--- src/rtl/pld_shift_pkg.sv ---
// Shared encodings for the parallel-load shift register parameters.
package pld_shift_pkg;
  localparam int SHIFT_LEFT  = 0;
  localparam int SHIFT_RIGHT = 1;
  localparam int FILL_ZERO   = 0;
  localparam int FILL_ROTATE = 1;
endpackage

--- src/rtl/pld_shift_reg.sv ---
// Parallel-load shift register: loads din or shifts one bit per edge; pout is the register itself.
// Latency: one edge for load, shift or reset; no handshake and no backpressure.
module pld_shift_reg
  import pld_shift_pkg::*;
#(
  parameter int WIDTH     = 8,
  parameter int SHIFT_DIR = SHIFT_LEFT,
  parameter int FILL_MODE = FILL_ZERO
) (
  input  logic             clk,
  input  logic             rst,
  input  logic             load,
  input  logic [WIDTH-1:0] din,
  output logic [WIDTH-1:0] pout
);

  logic [WIDTH-1:0] q_q;
  logic [WIDTH-1:0] q_d;
  logic [WIDTH-1:0] shift_val;

  if (WIDTH < 2) begin : g_bad_width
    $error("pld_shift_reg: WIDTH must be at least 2");
  end
  if (SHIFT_DIR != SHIFT_LEFT && SHIFT_DIR != SHIFT_RIGHT) begin : g_bad_dir
    $error("pld_shift_reg: SHIFT_DIR must be 0 or 1");
  end
  if (FILL_MODE != FILL_ZERO && FILL_MODE != FILL_ROTATE) begin : g_bad_fill
    $error("pld_shift_reg: FILL_MODE must be 0 or 1");
  end

  // Vacated bit is either zero or the bit falling off the opposite end.
  if (SHIFT_DIR == SHIFT_LEFT && FILL_MODE == FILL_ZERO) begin : g_left_zero
    assign shift_val = {q_q[WIDTH-2:0], 1'b0};
  end else if (SHIFT_DIR == SHIFT_LEFT) begin : g_left_rot
    assign shift_val = {q_q[WIDTH-2:0], q_q[WIDTH-1]};
  end else if (FILL_MODE == FILL_ZERO) begin : g_right_zero
    assign shift_val = {1'b0, q_q[WIDTH-1:1]};
  end else begin : g_right_rot
    assign shift_val = {q_q[0], q_q[WIDTH-1:1]};
  end

  always_comb begin
    q_d = shift_val;
    if (rst) begin
      q_d = '0;
    end else if (load) begin
      q_d = din;
    end
  end

  always_ff @(posedge clk) begin
    if (rst) begin
      q_q <= '0;
    end else begin
      q_q <= q_d;
    end
  end

  assign pout = q_q;

endmodule

--- config.mk ---
export PLATFORM = sky130hd
export DESIGN_NAME = pld_shift_reg
export DESIGN_NICKNAME = d
export VERILOG_FILES = /design/src/rtl/pld_shift_pkg.sv /design/src/rtl/pld_shift_reg.sv
export SDC_FILE = /design/constraint.sdc
export NUM_CORES = 1
export LEC_CHECK = 0
export CAP_MARGIN = 20
export CORE_AREA = 2 2 39 41
export DETAILED_ROUTE_END_ITERATION = 16
export DIE_AREA = 0 0 41 43
export GPL_TIMING_DRIVEN = 0
export PLACE_DENSITY = 0.61
export SYNTH_ARGS = -nofsm -noshare
export SYNTH_HDL_FRONTEND = slang
export SYNTH_SLANG_ARGS = --single-unit
--- constraint.sdc ---
create_clock -name clk -period 0.8 [get_ports clk]
set_clock_uncertainty 0.1 [all_clocks]
set_input_delay 0.08 -clock clk [delete_from_list [all_inputs] [get_ports clk]]
set_output_delay 0.08 -clock clk [all_outputs]
set_load 0.02 [all_outputs]
Yosys cells after proc, flatten, opt, wreduce, memory -nomap -nowiden --
Cells that the tools add are included.
Operators by class: bitwise gates (word level) 1, muxes and demuxes 1, reductions and logical operators 1
Operators with widths (count):
- $mux W8 | 1
- $reduce_or A2 Y1 | 1
- $not A1 Y1 | 1
Word-level totals: bits of input ports 11, register bits after elaboration 8, output and inout bits 8, word-level logic and storage cells 5

Logic depth before layout (Yosys ltp) --
Gate-level depths: netlist of the first run.
word-level depth 2, mapped depth 3, gate-level depth less buffers 2

Worst setup path before layout of the first run --
No wires, ideal clock.
kind register to register, from register q_q[0] (netlist: pout[0]), to register q_q[1] (netlist: pout[1]), required time 636 ps, data arrival time 581 ps, stages on the path, launching flop included 3, clock period less this slack 745 ps, path buffers 0, setup time 64 ps, slack 55 ps, cell sequence dfxtp_1 mux2i_1 nor2_1
On the way: longest elaborated chain between the ends 1
RTL lines:
- from (decl) | RTL line pld_shift_reg.sv:17 | logic [WIDTH-1:0] q_q;
- from (signal assigned) | RTL line pld_shift_reg.sv:55 | q_q <= q_d;
- $mux W8 | RTL line pld_shift_reg.sv:46 | end else if (load) begin
No other way between the ends. A chain may end at the register's enable or synchronous reset.

Worst setup path in the final report of the first run --
from register q_q[5] (netlist: pout[5]), to output pout[5]
RTL lines:
- to (decl) | RTL line pld_shift_reg.sv:14 | output logic [WIDTH-1:0] pout
No word-level cell between the ends.

==> metrics.txt, run 1 <==
hold endpoint=pout[6]; Area growth syn-to-layout=82.7%; Critical R2R Launch=pout[5]; Worst EP required=0.62 ns; Register-to-Register Path Depth=3; Worst Setup Start Kind=flop; fin area=approximately 520 sq um; FF-to-FF End=pout[6]; initial core utilization=20.4%; pwr dens=1770 mW/mm^2; simple-gate share of the synthesized area=12.8%; non-filler cells, final=between 60 and 70; die span in x=41 um; first-pass GRT wire length=883 um; worst-margin pin slew=0.131 ns; critical path arrival=0.70 ns; largest net degree at the start of global routing=9; Placeable Area=around 0.0014 sq mm; Iter 0 DRT Violations=4; crit path kind=reg2out; dpl cell area=463 sq um; CTS Buf Count=3; hold_sp=rst; Peak supply drop=953 uV; Ys Warns=0; Seq/Total Area, Yosys=56.6%; IO buf count=16; Layout fillers=150; first-pass detailed-route iteration total=4; Critical Path Fanout Max=2; fin nets=58; Synth Area in Compound Gates=0%; drt total wl=586 um; worst path cell trace=buf_6; Fin. Hold Viols=6; xor/xnor cell area share of the yosys netlist=0%; Post-Synth Adder-Cell Area=0%; Std-Cell Rows=14; element type at the critical path end=output pin; largest family of logic cells by synthesized area=multiplexers; vias in the first global route=210; H-tree levels=1; layout cell share with drive strength beyond 1=51.1%; RSZ-0062 raised after global routing=yes; Finish-stage setup viols=9; worst hold slack=-0.0127 ns; setup slack, reg-to-reg=-0.01 ns; Hold Crit Class=in2reg; GR Overflow Total=0; CTS max path bufs=2; Yosys top cell by area=dfxtp_1; max incr delay on CP=about 0.34 ns; Final Cycle Share=110%; area of the mapped netlist=283 sq um; worst skew pair latency=0.25 ns; fin crit period=0.876 ns; CTS tree=yes; register area=about 170 sq um; DIE AREA=0.00176 sq mm; Hold Path Cell Cnt=2; net count after synthesis=36; multi-input logic area=106 sq um; clk root buf=clkbuf_4; post-synthesis mux area share=24.8%; Ports=19; Via-to-Cell Ratio=4.00; DR vias=244; routability cong.=approximately 0.57; CP bufs+invs=1; Total GRT Usage=8.78%; Syn Area/Cell=11.3 sq um; Yosys top cell area share=a little under three fifths; Worst slew margin=91.0%; Final Max Tran Viols=0; Achievable Freq=1.14 GHz; Die H=43 um; Crit-path slowest cell=dfxtp_2; Lkg Pwr=0.000240 uW; placed cell count=57; Worst Setup Slack, final=-0.0761 ns; antenna violations before repair=0; maxcap violations=0; #FFs+latches synth=8; leading post-synthesis cells by cell area=dfxtp_1, mux2i_1, nor2_1; wire per inst=9.61 um; Synth cell types=6; Synth Instances=25; status=finished, violations left; max reg flops=8; n_diodes=0; Antenna Violating Nets Remaining=0; failing checks=negative hold slack, negative setup slack; Post-Place Setup Slack=-0.301 ns; Clk pin slew, worst setup/hold paths=0.05 ns; beginning of the critical path=pout[5]; TritonCTS Sinks=8; DRC errors left=0; CP delay by family, top=flip-flops
==> power breakdown <==
part	internal [uW]	total (uW)	switching (uW)
combinational	108	174	66.8
clock	171	300	129
sequential	426	441	14.4
==> Yosys cell counts <==
cell and n:
clkbuf_2 1, mux2i_1 7, and3b_2 1, buf_6 1, dfxtp_1 8, nor2_1 7
==> final cells by class <==
| type | instances | share of cell area (%) |
|---|---|---|
| plain buffers | 2 | 3.15 |
| repair buffers | 17 | 35.1 |
| flip-flops and latches | 8 | 32.9 |
| clock buffers | 3 | 4.36 |
| well taps | 16 | 3.87 |
| multi-input cells | 15 | 20.6 |
==> through the flow <==
| step | setup TNS (ns) | utilization [%] | hold slack, ns | total power, uW |
|---|---|---|---|---|
| 6_report | -0.558 | 37.3 | -0.0127 | 915 |
| 5_1_grt | -0.923 | 37.3 | -0.0128 | 984 |
| 4_1_cts | -0.661 | 37.1 | -0.00534 | 936 |
| 3_5_place_dp | -2.97 | 33.5 | 0.271 | 606 |
| 3_3_place_gp | -2.92 | 33.5 | 0.271 | 605 |
| 2_1_floorplan | 0 | - | 0.127 | 515 |
==> routing by layer <==
metal | track usage [%] | share of wire (%) | vias to the layer above
met1 | 9.15 | 40 | 108
li1 | - | - | 121
met4 | 6.00 | 0 | 0
met2 | 9.69 | 46 | 15
met3 | 9.95 | 14 | 0
met5 | 0 | 0 | -
==> cells by family after synthesis <==
kind of cell	Yosys count
and+or+nand+nor	8
buffers and inverters	2
muxes	7
DFF	8
==> how the worst max path moves through the flow <==
stage | endpoint | slack, ns | cells past startpoint
final | pout[5] | -0.08 | 1
after CTS | pout[1] | -0.09 | 1
after floorplan | pout[1] | 0.05 | 2
after global routing | pout[1] | -0.12 | 1
after global placement | pout[1] | -0.29 | 1
after detailed placement | pout[3] | -0.30 | 1
==> what timing repair did <==
action	in CTS	in global routing
hold endpoints to repair	6	6
endpoints found under the setup margin	8	9
gates cloned	0	0
pin swaps	0	1
buffers inserted	1	0
gates resized for setup	56	1
==> cell usage in the layout, fill, tap and decap left out <==
master,netlist,layout
buf_6,1,10
dfxtp_2,0,8
clkbuf_2,1,1
nor2_1,7,7
clkdlybuf4s50_1,0,8
and3b_2,1,1
clkbuf_4,0,3
mux2i_1,7,7
Power figures use the tool's default switching activity.
==> run 2: changes to the inputs <==
ABC_AREA = 1   (was default)
GPL_TIMING_DRIVEN = default   (was 0)
PLACE_DENSITY = 0.63   (was 0.61)
==> metrics.txt, run 2 <==
antenna violations before repair=0 (unchanged); DIE AREA=0.00176 sq mm (unchanged); first-pass detailed-route iteration total=4 (unchanged); Critical Path Fanout Max=2 (unchanged); fin nets=83 (+43%); Seq/Total Area, Yosys=51.0% (-5.6 points); Post-synth EDFFs=0 (unchanged); vias in the first global route=267 (+27%); Final Cycle Share=110% (+0.30 points); Final Max Tran Viols=0 (unchanged); CTS Buf Count=3 (unchanged); DR vias=324 (+33%); DRC errors left=0 (unchanged); fin crit period=0.878 ns (+0.00239 ns); element type at the critical path end=output pin; Ports=19 (unchanged); Placeable Area=0.00138 sq mm (unchanged); pwr dens=1680 mW/mm^2 (-5.4%); Antenna Violating Nets Remaining=0 (unchanged); Post-Place Setup Slack=-0.304 ns (-0.00339 ns); failing checks=negative setup slack; leading post-synthesis cells by cell area=dfxtp_1, nand2_1, nor2_1; final setup TNS=-0.568 ns (-0.00990 ns); commonest non-fill, non-tap cell in the layout=nand2_1; max incr delay on CP=0.34 ns (about the same); maxcap violations=0 (unchanged); Synth Instances=47 (+88%); clk root buf=clkbuf_4; Via-to-Cell Ratio=3.77 (-5.8%); n_diodes=0 (unchanged); Ys Warns=0 (unchanged); Yosys top cell by area=dfxtp_1; Synth Flop Type=dfxtp_1; largest net degree at the start of global routing=9 (unchanged); CP bufs+invs=1 (unchanged); Std-Cell Rows=14 (unchanged); most common library cells after synthesis=nand2_1, nor2_1, dfxtp_1, inv_1, buf_6; # Post-CTS Setup Buffers=0 (-1); hold_buf cts=0; IO buf count=18 (+2); multi-input logic area=115 sq um (+8.2%); CP delay by family, top=flip-flops; Worst EP required=0.62 ns (about the same); commonest cells after routing, fill and taps aside=nand2_1, nor2_1, buf_6; initial core utilization=22.7% (+2.3 points); Yosys top cell area share=51.0% (-5.6 points); worst-margin pin slew=0.132 ns (+0.000678 ns); Achievable Freq=1.14 GHz (-0.27%); Crit-path slowest cell=dfxtp_2; H-tree levels=1 (unchanged); Lkg Pwr=0.000308 uW (+28%); drt total wl=630 um (+7.5%); first-pass GRT wire length=979 um (+11%); Area growth syn-to-layout=84.9%; fin util=42.0% (+4.6 points); CTS tree=yes; Syn Area/Cell=6.68 sq um (-41%); Worst slew margin=91.2% (+0.19 points); worst path cell trace=buf_6; net count after synthesis=58 (+61%); Clk pin slew, worst setup/hold paths=0.06 ns (about the same); critical path arrival=0.70 ns (about the same); worst skew pair latency=0.25 ns (about the same); Hold Crit Class=in2reg; max reg flops=8 (unchanged); TritonCTS Sinks=8 (unchanged); async set-reset flop share out of synthesis=0% (unchanged); Iter 0 DRT Violations=8 (+4); crit path kind=reg2out; Worst Setup Start Kind=flop; Fin. Hold Viols=0 (-6); total power=973 uW (+6.3%); routability cong.=0.616 (+7.7%); GR Overflow Total=0 (unchanged); status=finished, violations left; Synth cell types=5 (-1); Layout fillers=161 (+7.3%); RSZ-0062 raised after global routing=yes; Die H=43 um (unchanged); register area=170 sq um (unchanged); layout cell share with drive strength beyond 1=34.3% (-17 points); #FFs+latches synth=8 (unchanged); Worst Setup Slack, final=-0.0785 ns (-0.00239 ns); area of the mapped netlist=314 sq um (+11%); hpwl dp=just under 500 um; die span in x=41 um (unchanged); Peak supply drop=663 uV (-30%); CTS max path bufs=2 (unchanged); Finish-stage setup viols=8 (-1); wire per inst=7.33 um (-24%); Total GRT Usage=8.35% (-0.43 points)
-- run 2: cell types whose count changed after synthesis --
| cell | change |
|---|---|
| nor2_1 | +8 |
| mux2i_1 | -7 |
| and3b_2 | -1 |
| clkbuf_2 | -1 |
| nand2_1 | +15 |
| inv_1 | +8 |
-- run 2: final timing paths --
| kind | slack (ns) | end | start | cells past startpoint |
|---|---|---|---|---|
| worst max register to register | 0.04 | pout[5] | pout[4] | 3 |
| worst min-delay path | 0.12 | pout[0] | load | 4 |
| worst max-delay path | -0.08 | pout[1] | pout[1] | 1 |
| worst min register to register | 0.37 | pout[1] | pout[0] | 2 |
-- run 2: report_power, final --
group / leakage (uW) / switching, uW / internal [uW] / total, uW
clock: 0.0000138 / 140 / 172 / 312
sequential: 0.0000688 / 16.3 / 430 / 446
combinational: 0.000225 / 89.9 / 124 / 214
-- run 2: area by class of cell --
type | instances | area share (%)
inverters | 8 | 5.17
repair buffers | 21 | 38.4
flip-flops and latches | 8 | 29.3
multi-input cells | 30 | 19.8
clock buffers | 3 | 3.88
well taps | 16 | 3.45
-- run 2: cell families (layout without fill, tap and decap cells) --
family | after synthesis | in the layout | synth area share [%]
simple gates | 30 | 30 | 35.9
buf+inv | 9 | 32 | 13.1
flops | 8 | 8 | 51.0
-- run 2: repair_timing --
| action | 4_1_cts | 5_1_grt |
|---|---|---|
| gates resized for setup | 57 | 4 |
| hold endpoints to repair | 0 | 0 |
| pin swaps | 0 | 1 |
| setup endpoints to repair | 10 | 16 |
-- run 2: metrics by stage --
step / cell area [sq um] / hold WS [ns] / std cells
global route: 581 / 0.149 / 86
floorplan: 314 / 0.0516 / 47
finish: 581 / 0.122 / 86
CTS: 572 / 0.240 / 86
detailed placement: 526 / 0.361 / 83
global placement: 526 / 0.358 / 83
-- run 2: per-layer routing --
metal	wire (um)	track usage (%)
met2	293	10.9
met4	0	6.00
met5	0	0
met1	289	10.7
met3	48	3.14
==> run 3: changes to the inputs <==
TNS_END_PERCENT = 10   (was default)
==> metrics.txt, run 3 (synthesis gave the netlist of run 2 again) <==
Hold Path Cell Cnt=3 (-1); CTS tree=yes; grt met3 use=3.14% (unchanged); register area=170 sq um (unchanged); Antenna Violating Nets Remaining=0 (unchanged); IO buf count=18 (unchanged); non-filler cells, final=86 (unchanged); Worst Setup Slack, final=-0.0786 ns (-0.000128 ns); Placeable Area=0.00138 sq mm (unchanged); Layout fillers=162 (+0.62%); Crit-path slowest cell=dfxtp_2; CP bufs+invs=1 (unchanged); Critical R2R Launch=pout[4]; fin crit period=0.879 ns (+0.000128 ns); failing checks=negative setup slack; max reg flops=8 (unchanged); Peak supply drop=659 uV (-0.56%); critical path arrival=0.70 ns (about the same); GRT met1 Usage=10.7% (unchanged); DIE AREA=0.00176 sq mm (unchanged); Worst Setup Start Kind=flop; hold endpoint=pout[0]; Std-Cell Rows=14 (unchanged); first-pass GRT wire length=979 um (unchanged); busiest layer in global routing=met2; H-tree levels=1 (unchanged); first-pass detailed-route iteration total=2 (-2); pwr dens=1700 mW/mm^2 (+1.3%); n_diodes=0 (unchanged); Worst slew margin=84.6% (-6.6 points); multi-input logic area=113 sq um (-2.2%); FF-to-FF End=pout[5]; Clk pin slew, worst setup/hold paths=0.06 ns (about the same); worst skew pair latency=0.25 ns (about the same); CP delay by family, top=flip-flops; CTS Buf Count=3 (unchanged); Die H=43 um (unchanged); hold_buf cts=0 (unchanged); Final Cycle Share=110% (about the same); status=finished, violations left; max incr delay on CP=0.34 ns (about the same); vias in the first global route=267 (unchanged); beginning of the critical path=pout[1]; largest net degree at the start of global routing=9 (unchanged); setup slack, reg-to-reg=0.02 ns (-0.02 ns); DRC errors left=0 (unchanged); worst path cell trace=buf_6; worst hold slack=0.244 ns (+0.122 ns); CTS max path bufs=2 (unchanged); initial core utilization=22.7% (unchanged); hold_sp=din[0]; RSZ-0062 raised after global routing=yes; Critical Path Fanout Max=2 (unchanged); worst-margin pin slew=0.230 ns (+0.0982 ns); drt total wl=624 um (-0.95%); Area growth syn-to-layout=80.9%; layout cell share with drive strength beyond 1=31.4% (-2.9 points); Register-to-Register Path Depth=3 (unchanged); fin util=41.0% (-0.90 points); Iter 0 DRT Violations=7 (-1); Achievable Freq=1.14 GHz (about the same); GR Overflow Total=0 (unchanged); Worst EP required=0.62 ns (about the same); Lkg Pwr=0.000297 uW (-3.3%); met2 Use GR=10.9% (unchanged); routability cong.=0.616 (unchanged); Finish-stage setup viols=12 (+4); Hold Crit Class=in2reg; Ports=19 (unchanged); crit path kind=reg2out; Via-to-Cell Ratio=3.78 (+0.31%); maxcap violations=0 (unchanged); wire per inst=7.26 um (-0.95%); TritonCTS Sinks=8 (unchanged); clk root buf=clkbuf_4; commonest cells after routing, fill and taps aside=nor2_1, nand2_1, clkdlybuf4s50_1; antenna violations before repair=0 (unchanged); hpwl dp=488 um (unchanged); Final Max Tran Viols=0 (unchanged); total power=964 uW (-0.88%); Total GRT Usage=8.35% (unchanged); fin nets=83 (unchanged); die span in x=41 um (unchanged); placed cell count=83 (unchanged); element type at the critical path end=output pin; DR vias=325 (+0.31%); Fin. Hold Viols=0 (unchanged)
run 3: cell type report:
| cell class | count | area share (%) |
|---|---|---|
| Clock buffer | 3 | 3.96 |
| Timing Repair Buffer | 21 | 37.4 |
| Multi-Input combinational cell | 30 | 19.8 |
| Inverter | 8 | 5.29 |
| Tap cell | 16 | 3.52 |
| Sequential cell | 8 | 30.0 |
run 3: worst max-delay path by stage:
stage | to | slack, ns | cells past startpoint
after floorplan | pout[5] | 0.07 | 2
after global placement | pout[2] | -0.29 | 1
after detailed placement | pout[5] | -0.30 | 1
after CTS | pout[1] | -0.08 | 1
final | pout[1] | -0.08 | 1
after global routing | pout[5] | -0.11 | 1
run 3: per-layer routing:
layer	vias up	routed length, um	share of wire [%]
li1	178	-	-
met1	137	283	45
met2	10	292	47
met3	0	48	7.7
met4	0	0	0
met5	-	0	0
run 3: report_power, final:
group | switching, uW | internal (uW)
logic | 87.4 | 121
registers | 16.2 | 430
clock network | 138 | 172
run 3: timing repair:
action / CTS / global route
setup endpoints to repair: 10 / 15
resized for setup: 56 / 0
buffers inserted: 0 / 0
pin swaps: 0 / 0
run 3: metrics by stage:
step                      setup WS, ns  setup TNS [ns]  cell area, sq um
after global routing            -0.108           -1.18               568
after global placement          -0.287           -4.23               526
final                          -0.0786          -0.591               568
after floorplan                 0.0677               0               314
after detailed placement        -0.304           -4.31               526
after CTS                      -0.0838          -0.653               568
